### src/rtl/pe_seq_ctrl.sv
// Sequencer for one PE: loads K weight words, streams K activation vectors,
// then waits for the PE to echo CNN_FIN before pulsing done.

package pe_pkg;
  typedef enum logic [1:0] {
    INVALID = 2'd0,
    VALID   = 2'd1,
    CNN_FIN = 2'd2
  } PE_STATE;
endpackage

// One activation lane register; it only captures on an accepted RUN beat, so
// bubbles leave the previous vector on the bus.
module pe_seq_lane #(
  parameter int DATA_WID = 8
) (
  input  logic                clk,
  input  logic                reset,
  input  logic                en,
  input  logic [DATA_WID-1:0] d,
  output logic [DATA_WID-1:0] q
);
  always_ff @(posedge clk or posedge reset) begin
    if (reset)   q <= '0;
    else if (en) q <= d;
  end
endmodule

module pe_seq_ctrl
  import pe_pkg::*;
#(
  parameter int DATA_WID = 8,
  parameter int ICP_NUM  = 4,
  parameter int ADDR_B   = 4
) (
  input  logic                        clk,
  input  logic                        reset,
  input  logic                        start,
  input  logic [ADDR_B-1:0]           cfg_len,
  input  logic [ICP_NUM-1:0]          cfg_wmask,
  input  logic                        cfg_reload,
  input  logic                        w_valid,
  input  logic [DATA_WID-1:0]         w_data,
  output logic                        w_ready,
  input  logic                        a_valid,
  input  logic [ICP_NUM*DATA_WID-1:0] a_data,
  output logic                        a_ready,
  output PE_STATE                     pe_state,
  output logic [ICP_NUM*DATA_WID-1:0] pe_a,
  output logic [DATA_WID-1:0]         pe_wrb_data,
  output logic [ADDR_B-1:0]           pe_wrb_addr,
  output logic [ICP_NUM-1:0]          pe_wrb,
  output logic [ADDR_B-1:0]           pe_rdb_addr,
  input  PE_STATE                     pe_out_state,
  output logic                        busy,
  output logic                        done
);
  localparam int CW = ADDR_B + 1;

  typedef enum logic [1:0] {IDLE, LOAD, RUN, DRAIN} st_t;

  st_t               st;
  logic [CW-1:0]     k;
  logic [CW-1:0]     cnt;
  logic [CW-1:0]     cnt_nx;
  logic [ICP_NUM-1:0] wmask;
  logic              w_acc;
  logic              a_acc;
  logic              last;

  // Ready depends on state alone so the upstream valid never loops back.
  assign w_ready = (st == LOAD);
  assign a_ready = (st == RUN);
  assign w_acc   = w_valid & w_ready;
  assign a_acc   = a_valid & a_ready;
  assign cnt_nx  = cnt + CW'(1);
  assign last    = (cnt_nx == k);

  for (genvar i = 0; i < ICP_NUM; i++) begin : g_lane
    pe_seq_lane #(.DATA_WID(DATA_WID)) u_lane (
      .clk   (clk),
      .reset (reset),
      .en    (a_acc),
      .d     (a_data[i*DATA_WID +: DATA_WID]),
      .q     (pe_a[i*DATA_WID +: DATA_WID])
    );
  end

  always_ff @(posedge clk or posedge reset) begin
    if (reset) begin
      st          <= IDLE;
      k           <= '0;
      cnt         <= '0;
      wmask       <= '0;
      pe_state    <= INVALID;
      pe_wrb_data <= '0;
      pe_wrb_addr <= '0;
      pe_wrb      <= '0;
      pe_rdb_addr <= '0;
      busy        <= 1'b0;
      done        <= 1'b0;
    end else begin
      pe_wrb   <= '0;
      pe_state <= INVALID;
      done     <= 1'b0;
      case (st)
        IDLE: begin
          if (start) begin
            // A zero length encodes the full 2^ADDR_B buffer.
            k     <= {(cfg_len == '0), cfg_len};
            wmask <= cfg_wmask;
            cnt   <= '0;
            busy  <= 1'b1;
            st    <= cfg_reload ? LOAD : RUN;
          end
        end
        LOAD: begin
          if (w_acc) begin
            pe_wrb_data <= w_data;
            pe_wrb_addr <= cnt[ADDR_B-1:0];
            pe_wrb      <= wmask;
            if (last) begin
              cnt <= '0;
              st  <= RUN;
            end else begin
              cnt <= cnt_nx;
            end
          end
        end
        RUN: begin
          if (a_acc) begin
            pe_rdb_addr <= cnt[ADDR_B-1:0];
            pe_state    <= last ? CNN_FIN : VALID;
            cnt         <= cnt_nx;
            if (last) st <= DRAIN;
          end
        end
        DRAIN: begin
          if (pe_out_state == CNN_FIN) begin
            done <= 1'b1;
            busy <= 1'b0;
            st   <= IDLE;
          end
        end
        default: st <= IDLE;
      endcase
    end
  end
endmodule

### config.mk
export PLATFORM = sky130hd
export DESIGN_NAME = pe_seq_ctrl
export DESIGN_NICKNAME = d
export VERILOG_FILES = /design/src/rtl/pe_seq_ctrl.sv
export SDC_FILE = /design/constraint.sdc
export NUM_CORES = 1
export LEC_CHECK = 0
export CAP_MARGIN = 10
export CORE_MARGIN = 10
export CORE_UTILIZATION = 44
export CTS_CLUSTER_DIAMETER = 120
export CTS_CLUSTER_SIZE = 20
export DETAILED_ROUTE_END_ITERATION = 16
export PLACE_DENSITY = 0.83
export SYNTH_ARGS = -nofsm -noshare
export SYNTH_HDL_FRONTEND = slang
export SYNTH_SLANG_ARGS = --single-unit
### constraint.sdc
create_clock -name clk -period 2.4 [get_ports clk]
set_input_delay 0.24 -clock clk [delete_from_list [all_inputs] [get_ports clk]]
set_output_delay 0.24 -clock clk [all_outputs]
set_load 0.01 [all_outputs]
# == Word-level counts from Yosys, hierarchy flattened ==
# Index checks and enable logic that the tools add are counted.
# totals
reg_bits,72
input_bits,56
word_cells,62
# classes
add_sub_neg,1
n_eq_ne,11
muxes,23
bitwise,2
reduce_logical,10
# ops
operator,n
2-bit 2-to-1 mux,10
5-bit 2-to-1 mux,4
5-bit one-hot mux with 3 select lines,1
4-bit 2-to-1 mux,2
"2-bit by 1-bit inequality test with 1-bit output, second input constant",4
2-bit one-hot mux with 4 select lines,1
"2-bit equality test, second input constant",3
2-bit AND reduction,3
6-bit AND reduction,1
"5-bit by 1-bit adder with 5-bit output, second input constant",1
5-bit equality test,1
4-bit logical NOT,1
1-bit 2-to-1 mux,4
"2-bit inequality test, second input constant",2
4-bit AND reduction,1
3-bit AND reduction,1
3-bit nonzero test,1
1-bit AND,2
"2-bit by 1-bit equality test with 1-bit output, second input constant",1
2-bit logical NOT,1
1-bit one-hot mux with 2 select lines,1
2-bit nonzero test,1

# == Longest topological paths before layout ==
# Gate-level depths: netlist of run 1.
# depth
ltp_word,5
mapped_depth,7

# == By module ==
# Synthesis of run 1 repeated with hierarchy kept, for this count alone.
# unflattened
cells_unflattened,231
area_unflattened_um2,3218.1
# modules_own_cells
mod,instances,cells_per_inst,area_each_um2,seq_area_each_um2
pe_seq_ctrl,1,159,1876.8,1001.0
pe_seq_lane,4,18,335.3,200.2

# == Least setup slack after synthesis of run 1 ==
# Ideal clock, no wire load.
# synth_timing
path_type,register to register
from,register st[0]
to,register g_lane[0].u_lane.q[7]
setup_ps,125
arrival_time_ps,1853
required_time_ps,2275
path_slack_ps,423
path_stages_with_launch,7
n_path_buf,2
cell_sequence,dfrtp_1 > inv_1 > ha_1 > nand2_1 > clkbuf_1 > buf_1 > mux2_2
# synth_via
elab_chain_cells,2
# synth_lines
element,line,source
start: declaration,62,st_t st;
start signal: assignment,114,st <= cfg_reload ? LOAD : RUN;
2-bit equality test,73,assign a_ready = (st == RUN);
net a_ready,47,"output logic a_ready,"
1-bit AND,75,assign a_acc = a_valid & a_ready;
end signal: assignment,24,if (reset) q <= '0;
end signal: assignment,25,else if (en) q <= d;
end: declaration,21,output logic [DATA_WID-1:0] q
# The timed path passes the listed nets, and every way through them passes these cells.
# A chain may end at the register's enable or synchronous reset.

# == Final worst setup path of run 1 ==
# layout_timing
from,register cnt[0]
to,register cnt[0]
# layout_via
elab_chain_cells,5
# layout_lines
element,line,source
start: declaration,64,logic [CW-1:0] cnt;
start signal: assignment,126,cnt <= cnt_nx;
start signal: assignment,134,cnt <= cnt_nx;
5-bit by 1-bit adder with 5-bit output *,76,assign cnt_nx = cnt + CW'(1);
5-bit equality test,77,assign last = (cnt_nx == k);
5-bit 2-to-1 mux,122,if (last) begin
5-bit 2-to-1 mux,118,if (w_acc) begin
5-bit one-hot mux with 3 select lines *,106,case (st)
# Every way passes the cells marked *; elsewhere a longest branch is shown, timed or not. The select of a mux whose other input is x is not followed.

==> key figures, run 1 <==
Status
  – Outcome: complete, no violations

Synthesis
  – Syn Nets: 275
  – Post-synth ARST share: 100%
  – Prevailing post-synth register cell: dfrtp_1
  – Sequential area share after synthesis: 60.4%
  – Yosys warning count: 0
  – Cell taking the most area after synthesis: dfrtp_1
  – Commonest cells post-synth: dfrtp_1, mux2_2, nand2_1
  – Area contributors post-synth: dfrtp_1, mux2_2, ha_1, nand2_1, mux2i_1
  – Avg Cell Area, Syn: 14.0 µm²
  – Number of flops mapped to enable cells by yosys: 0
  – Top-count cell post-synth: dfrtp_1
  – Synthesized flop and latch total: 72
  – Share of the synthesized area in the top cell type: 60.4%
  – Syn Inst Count: 213
  – Post-synthesis cell type count: 35
  – Post-Syn Area: 0.00299 mm²

Clocking
  – H-Tree Depth: 3
  – Post_cts resized: 0
  – CTS buffer count: 9
  – # Post-CTS Setup Buffers: 0
  – Clock transition at path regs: 80 ps
  – Sink Count: 72
  – CTS tree: built
  – CTS Buffer Depth: 2
  – Clk root buf: clkbuf_8
  – Clk_lat worst skew: 330 ps
  – Post-CTS Hold Buffers: 0

Floorplanning
  – Std cell rows: 29
  – Initial core utilization: 46.2%
  – Die Ht: 102 µm
  – Die Wd: 102 µm
  – Die area: 0.0105 mm²
  – Core ar.: 0.00646 mm²
  – Top-Level Pins: 114

Timing
  – Setup slack after layout: 328 ps
  – Unrepaired setup endpoints after global routing: false
  – Tmin final: 2070 ps
  – Clock Skews: 8.35 ps
  – Period utilisation layout: 86.3%
  – Final hold vios: 0
  – Final max-slew violation count: 0
  – Final setup violating endpoints: 0
  – Worst-margin pin slew: 519 ps
  – Slew headroom: 65.3%
  – FMAX: 0.483 GHz
  – Setup TNS Final: 0 ps

Finish
  – Layout Nets: 396
  – Fillers: 499
  – Post-Layout Cell Count: 416
  – Final Core Density: 69.3%
  – Ant diodes: 0
  – Layout cells sized above 1: 23.0%
  – Area Growth Syn to Fin: 50.0%

Worst setup path
  – Crit. End Element: register
  – Worst R2R Path Depth: 6
  – Top delay family on crit path: compound AO/OA/AOI/OAI gates
  – Crit-path max cell delay: 450 ps
  – Critical Path AT: 2280 ps
  – CP bufs+invs: 0
  – Worst Path Max Fanout: 7
  – Type of the worst setup path: reg -> reg
  – Crit start category: register
  – CP max-delay cell: dfrtp_1
  – Cell Chain, Critical Path: ha_1 > and4b_1 > o211ai_1 > o21ai_0 > a21oi_1 > mux2_2
  – Cell count along the critical path: 6
  – WP data required: 2610 ps

Power and ir drop
  – Max rail drop VDD: 0.000864 V
  – Static Leak: 1.97 nW
  – Pwr Total: 0.00554 W
  – P per Cell Area: 1240 mW/mm²

Global route
  – Largest net degree at the start of global routing: 28
  – Initial antenna violation count: 0
  – GRT Overall Usage: 14.0%
  – Grt ovf: 0
  – First-pass GRT wire length: 11.6 mm
  – Vias in the first global route: 2289

Drt
  – Final wirelength: 7.38 mm
  – Average routed wire per standard cell: 17.7 µm
  – Post-route DRC violation count: 0
  – Via count: 2093
  – Post-DR vias/cell: 5.03
  – 1st-iter DRT viols: 73
  – TritonRoute pass-1 iters: 4
  – Post-route ant nets: 0

Place
  – Post-DP HPWL: 5.80 mm
  – Placed insts: 400
  – I/O Buffers: 113
  – GP Congestion: 0.832
  – Place WS: 336 ps

Flow run
  – Maxcap violations: 0

Worst hold path
  – Hold Crit Class: in -> async
routing by layer:
layer | share of wire [%] | wire [µm] | vias up | global-route usage (%)
met5 | 0 | 0 | - | 0
met4 | 1.1 | 83 | 0 | 5.64
met3 | 7.9 | 583 | 6 | 5.20
met2 | 49 | 3630 | 74 | 23.2
met1 | 42 | 3080 | 1027 | 16.2
li1 | - | - | 986 | -
worst register-to-register path, stage by stage (launching register included):
cell and delay (ps):
dfrtp_1 450, ha_1 320, and4b_1 240, o211ai_1 120, o21ai_0 390, a21oi_1 160
mux2_2 280
power by group:
part,total [W],switching [W],internal (W)
logic,0.00243,0.000976,0.00145
registers,0.00201,0.000285,0.00173
clock network,0.00111,0.000434,0.000671
cell usage in the layout (no fill, tap or decap), types with 2 or more instances in the layout:
cell type and count:
clkdlybuf4s50_1 113, dfrtp_1 72, mux2_2 55, nand2_1 12, clkbuf_8 12, o21ai_0 7, ha_1 6, inv_1 5
nand2b_1 4, xnor2_1 4, mux2i_1 4, and3_1 4, nand3_1 3, nor2_1 3, and2_1 2, nor2b_1 2
nor3b_1 2, or3_1 2, a22oi_1 2, a21o_1 2, clkinvlp_4 2, bufinv_16 2, buf_12 2
state kept, by name (all words and copies together) (netlist names):
signal and count:
k 5, st 2, cnt 5, pe_state 2, pe_wrb 4, g_lane.u_lane.q 32, pe_rdb_addr 4, pe_wrb_addr 4
done 1, busy 1, pe_wrb_data 8, wmask 4
metrics by stage:
| step | hold slack (ps) | cell area [µm²] |
|---|---|---|
| 6_report | 269 | 4480 |
| 5_1_grt | 299 | 4480 |
| 3_5_place_dp | 471 | 4240 |
| 2_1_floorplan | 390 | 2990 |
| 3_3_place_gp | 461 | 4240 |
| 4_1_cts | 271 | 4480 |
final cells by class:
cell class              instances  area [µm²]  area share (%)
clock inverters                 4        75.1            1.68
clock buffers                  12         165            3.69
multi-input cells             129        1140            25.4
repair buffers                116        1180            26.3
well taps                      77        96.3            2.15
flip-flops and latches         72        1800            40.2
inverters                       6        22.5           0.503
worst paths after layout:
| path | startpoint | to | slack [ps] |
|---|---|---|---|
| worst max-delay path | cnt[0] | cnt[0] | 330 |
| worst min-delay path | reset | cnt[4] | 270 |
| worst max register to register | cnt[0] | cnt[0] | 330 |
| worst min register to register | pe_wrb_addr[2] | pe_wrb_addr[2] | 480 |
| max in group asynchronous | reset | g_lane[0].u_lane.q[7] | 1410 |
| min in group clk | pe_wrb_addr[2] | pe_wrb_addr[2] | 480 |
logic make-up after synthesis:
group / count (synthesis) / synth area share [%]
AOI/OAI and AO/OA: 19 / 4.36
xor gates and xnor gates: 6 / 2.01
adders and majority gates: 6 / 2.51
buffers and inverters: 12 / 1.63
DFF: 72 / 60.4
muxes: 59 / 22.1
and+or+nand+nor: 39 / 7.04
Note: power is estimated with default switching activity, not from simulation.
==> inputs of run 2 (changes only) <==
==> constraint.sdc (replaced) <==
create_clock -name clk -period 2.24 [get_ports clk]
set_input_delay 0.224 -clock clk [delete_from_list [all_inputs] [get_ports clk]]
set_output_delay 0.224 -clock clk [all_outputs]
set_load 0.01 [all_outputs]
==> run 2 against run 1 <==
Against the previous run:
- clock skew about the same
- cell area decreased by 1.5%
- critical path type unchanged
- non-clock buffer count unchanged
- sequential power increased by 7%
- power increased by 2.5%
- largest cell class unchanged
- global-route usage increased by 0.12 points
- register-to-register slack got worse by 150 ps
- via count increased by 0.38%
==> key figures, run 2 (synthesis results as in run 1) <==
Clocking
  – Sink Count: 72 (unchanged)
  – Post_cts resized: 0 (unchanged)
  – Clock transition at path regs: 80 ps (about the same)
  – CTS Buffer Depth: 2 (unchanged)
  – Clk_lat worst skew: 330 ps (about the same)
  – Post-CTS Hold Buffers: 0 (unchanged)
  – CTS buffer count: 9 (unchanged)
  – # Post-CTS Setup Buffers: 0 (unchanged)
  – H-Tree Depth: 3 (unchanged)
  – Clk root buf: clkbuf_8
  – CTS tree: built

Power and ir drop
  – Static Leak: 1.94 nW (-1.7%)
  – Max rail drop VDD: 0.000678 V (-21%)
  – Pwr Total: 0.00568 W (+2.5%)
  – P per Cell Area: 1290 mW/mm² (+4.0%)

Flow run
  – Maxcap violations: 0 (unchanged)

Global route
  – Vias in the first global route: 2283 (-0.26%)
  – GRT Overall Usage: 14.1% (+0.12 points)
  – Grt ovf: 0 (unchanged)
  – Initial antenna violation count: 0 (unchanged)
  – First-pass GRT wire length: 11.6 mm (+0.60%)
  – Largest net degree at the start of global routing: 73 (+160%)

Timing
  – Clock Skews: 8.68 ps (+0.329 ps)
  – Final setup violating endpoints: 0 (unchanged)
  – Setup slack after layout: 182 ps (-146 ps)
  – Slew headroom: 63.6% (-1.6 points)
  – Final hold vios: 0 (unchanged)
  – Final max-slew violation count: 0 (unchanged)
  – FMAX: 0.486 GHz (+0.68%)
  – Setup TNS Final: 0 ps (unchanged)
  – Tmin final: 2060 ps (-14.0 ps)
  – Unrepaired setup endpoints after global routing: false
  – Worst-margin pin slew: 544 ps (+24.7 ps)
  – Period utilisation layout: 91.9% (+5.5 points)

Worst setup path
  – Cell Chain, Critical Path: ha_1 > xnor2_1 > o211ai_1 > o21ai_0 > a21oi_1 > mux2_2
  – Critical Path AT: 2280 ps (about the same)
  – Crit-path max cell delay: 450 ps (about the same)
  – Crit. End Element: register
  – Worst R2R Path Depth: 6 (unchanged)
  – Crit start category: register
  – R2R Path Start: cnt[0]
  – Type of the worst setup path: reg -> reg
  – Worst Path Max Fanout: 6 (-1)
  – WP data required: 2460 ps (-150 ps)
  – CP bufs+invs: 0 (unchanged)
  – CP max-delay cell: dfrtp_1
  – Top delay family on crit path: compound AO/OA/AOI/OAI gates
  – Reg2reg setup slack: 180 ps (-150 ps)
  – End of the worst register-to-register path: cnt[0]

Status
  – Outcome: complete, no violations

Floorplanning
  – Die Wd: 102 µm (unchanged)
  – Core ar.: 0.00646 mm² (unchanged)
  – Std cell rows: 29 (unchanged)
  – Die Ht: 102 µm (unchanged)
  – Initial core utilization: 46.2% (unchanged)
  – Die area: 0.0105 mm² (unchanged)
  – Top-Level Pins: 114 (unchanged)

Drt
  – Post-DR vias/cell: 5.05 (+0.38%)
  – Post-route DRC violation count: 0 (unchanged)
  – 1st-iter DRT viols: 49 (-33%)
  – Average routed wire per standard cell: 17.8 µm (+0.50%)
  – TritonRoute pass-1 iters: 4 (unchanged)
  – Final wirelength: 7.42 mm (+0.50%)
  – Post-route ant nets: 0 (unchanged)
  – Via count: 2101 (+0.38%)

Worst hold path
  – Hold Crit Class: in -> async

Finish
  – Area Growth Syn to Fin: 47.7%
  – Commonest non-fill, non-tap cell in the layout: clkdlybuf4s50_1
  – Most flops, register: g_lane.u_lane.q
  – Layout Nets: 396 (unchanged)
  – Final Core Density: 68.3% (-1.0 points)
  – Max FFs per register: 32 (unchanged)
  – Ant diodes: 0 (unchanged)
  – Regs by FF count: g_lane.u_lane.q x32, pe_wrb_data x8
  – Most frequent cells in the layout: clkdlybuf4s50_1, dfrtp_1, mux2_2
  – Layout cells sized above 1: 22.7% (-0.29 points)

Place
  – Place WS: 186 ps (-150 ps)
  – I/O Buffers: 113 (unchanged)
  – Post-DP HPWL: 5.76 mm (-0.76%)
  – GP Congestion: 0.874 (+5.1%)
run 2: cell count changes in the layout (fill, tap and decap cells not counted):
cell / previous run / this run
clkinv_2: 0 / 2
bufinv_16: 2 / 0
clkinvlp_4: 2 / 3
clkbuf_8: 12 / 10
clkbuf_1: 0 / 1
run 2: worst max-delay path by stage:
stage / slack [ps] / start / cells past startpoint / to
finish: 180 / cnt[0] / 6 / cnt[0]
global route: 10 / cnt[0] / 6 / st[1]
CTS: 170 / cnt[0] / 6 / st[1]
detailed placement: 190 / cnt[0] / 6 / cnt[0]
global placement: 290 / cnt[0] / 6 / st[1]
floorplan: 190 / reset / 1 / busy
run 2: cell type report:
cell class	instances	area, µm²
Fill cell	491	2050
Sequential cell	72	1800
Timing Repair Buffer	116	1180
Multi-Input combinational cell	129	1140
Clock buffer	11	141
Tap cell	77	96.3
Clock inverter	5	32.5
Inverter	6	22.5
run 2: worst reg2reg max path: cells and delay by family, from the launching register on:
kind | cells | cell delay, ps
compound gates | 3 | 670
xor+xnor | 1 | 200
fa+ha+maj | 1 | 350
flops | 1 | 450
mux | 1 | 280
run 2: routing by layer:
metal	track usage [%]	up-vias	share of wire, %
li1	-	991	-
met4	5.97	0	1.3
met3	4.93	8	7.8
met5	0	-	0
met2	22.6	71	49
met1	17.1	1031	42
run 2: through the flow:
step | hold WS (ps) | cell area, µm² | std cells
after floorplan | 374 | 2990 | 213
after global placement | 461 | 4240 | 400
after detailed placement | 479 | 4240 | 400
after CTS | 311 | 4410 | 416
after global routing | 328 | 4410 | 416
final | 280 | 4410 | 416
run 2: power breakdown:
part / switching, W / internal (W)
logic: 0.00105 / 0.00157
registers: 0.000312 / 0.00185
clock network: 0.000467 / 0.000428
==> RTL edit (config.mk and constraints of run 1) <==
Re-encode `st_t` (4 values) as Gray code, 2 bits wide.
--- a/src/rtl/pe_seq_ctrl.sv
+++ b/src/rtl/pe_seq_ctrl.sv
@@ -57,7 +57,7 @@
 );
   localparam int CW = ADDR_B + 1;
 
-  typedef enum logic [1:0] {IDLE, LOAD, RUN, DRAIN} st_t;
+  typedef enum logic [1:0] {IDLE = 2'b00, LOAD = 2'b01, RUN = 2'b11, DRAIN = 2'b10} st_t;
 
   st_t               st;
   logic [CW-1:0]     k;
Check against the original RTL: same outputs for any inputs over 10 cycles, from zero or initial values and one cycle with reset high; not proved beyond that.
==> RTL edit against run 1 <==
Wire length decreased by 7.3%. Via count down 4.7%. Power is 1.7% higher. Worst hold slack better by 44 ps. Setup slack better by 180 ps. Sequential cell count unchanged. Synthesized area decreased by 1.1%. Cell area shrank 3.5%.
==> RTL edit: results (changes against run 1) <==
[synthesis]
ys_top_cells_by_area = dfrtp_1 (61%), mux2_2 (22%), xnor2_1 (1.5%), xor2_1 (1.2%), buf_6 (1.1%)  ; was dfrtp_1 (60%), mux2_2 (21%), ha_1 (2.5%), nand2_1 (1.6%), mux2i_1 (1.3%)
synth_common_cells = dfrtp_1 (72), mux2_2 (57), nand3_1 (6)  ; was dfrtp_1 (72), mux2_2 (55), nand2_1 (13)
synth_adder_area_share_pct = 0.424  ; was 2.51%
synth_nets = 253  ; was 275
ys.flop_type = dfrtp_1  ; unchanged
synth_compound_area_share_pct = 2.03  ; was 4.36%
synth_mux_area_share_pct = 22.8  ; was 22.1%
synth-xor-area-share_pct = 3.98  ; was 2.01%
synthCells = 196  ; was 213
ys_seq_area_share_pct = 61.0  ; was 60.4%

[timing]
maxSlewHeadroom_pct = 68.7  ; was 65.3%
skew_ps = 10.6  ; was 8.35 ps
hold_slack_ps = 313  ; was 269 ps

[routing]
wl_per_cell_um = 17.4  ; was 17.7 µm
dr_wl_met2_mm = 3.37  ; was 3.63 mm
wl_met3_um = 410  ; was 583 µm
finalWirelength_mm = 6.85  ; was 7.38 mm
viasPerCell = 5.07  ; was 5.03
drtIter0Drc = 75  ; was 73
drt-met1-wl_mm = 3.01  ; was 3.08 mm

[cells_and_area]
fin_nets = 371  ; was 396
inverters = 4  ; was 6
fillCellCount = 503  ; was 499
drive_gt1_share_pct = 25.9  ; was 23.0%
seq_area_share_pct = 41.7  ; was 40.2%
regArea_um2 = 1800  ; unchanged
diodes = 0  ; unchanged
clk_share_pct = 4.05  ; was 5.37%
multi_input_area_share_pct = 24.5  ; was 25.4%
sequential_cell_total = 72  ; unchanged
signal_buffers = 117  ; was 116
nMultiInputCombCells = 110  ; was 129
buf_share_pct = 27.2  ; was 26.3%

[worst_setup_path]
rr_worst_depth = 5  ; was 6
timing.rr.start = cnt[0]  ; unchanged
critical_path_arrival_ps = 1650  ; was 2280 ps
r2r_end = st[1]  ; was cnt[0]
worstPathMaxFanout = 13  ; was 7
r2r_slack_ps = 580  ; was 330 ps

[global_route]
grt_pass1_vias = 2044  ; was 2,289
use_met2_pct = 21.1  ; was 23.2%
met3_usage_pct = 3.98  ; was 5.20%
grt_use_total_pct = 12.9  ; was 14.0%
grt_start_max_net_pins = 73  ; was 28
grt_first_pass_wirelength_mm = 10.4  ; was 11.6 mm
met1_usage_pct = 15.4  ; was 16.2%

[power]
leakage_nw = 1.82  ; was 1.97 nW
ir_worst_vdd_mv = 0.693  ; was 0.864 mV

[placed_design]
gp_congestion = 0.835  ; was 0.832
dp_hpwl_mm = 5.13  ; was 5.80 mm
placed_cell_area_um2 = 4150  ; was 4240 µm²
place_inst = 380  ; was 400
post-place-ws_ps = 571  ; was 336 ps

[clock_tree]
cts.repair.resized = 0  ; unchanged
clkTransAtPathRegs_ps = 70

[run_status]
run_status = complete, no violations  ; unchanged

RTL edit: changes by cell type in the layout (fill, tap and decap cells not counted), sizes merged, moves of 3 or more:
cell    before  now
nand2       13    3
ha           6    1
and2         2    5
nand3        3    7
nand2b       4    1
mux2        55   58
o21ai        7    1
nor3         0    4
RTL edit: worst max path at each step:
stage / from / endpoint / slack [ps] / cells past startpoint
after CTS: st[0] / a_ready / 480 / 2
final: st[0] / a_ready / 510 / 2
after floorplan: reset / busy / 340 / 1
after detailed placement: cnt[0] / st[1] / 570 / 5
after global placement: cnt[0] / st[1] / 630 / 5
after global routing: st[0] / a_ready / 390 / 2
RTL edit: power by group:
part	internal [mW]	switching, mW	total (mW)
Sequential	1.79	0.350	2.14
Clock	0.493	0.398	0.891
Combinational	1.60	1.01	2.61
Total	3.88	1.76	5.64
RTL edit: critical path, stage by stage (launching register included):
cell and delay [ps]:
dfrtp_1 570, and2_1 210, clkdlybuf4s50_1 550
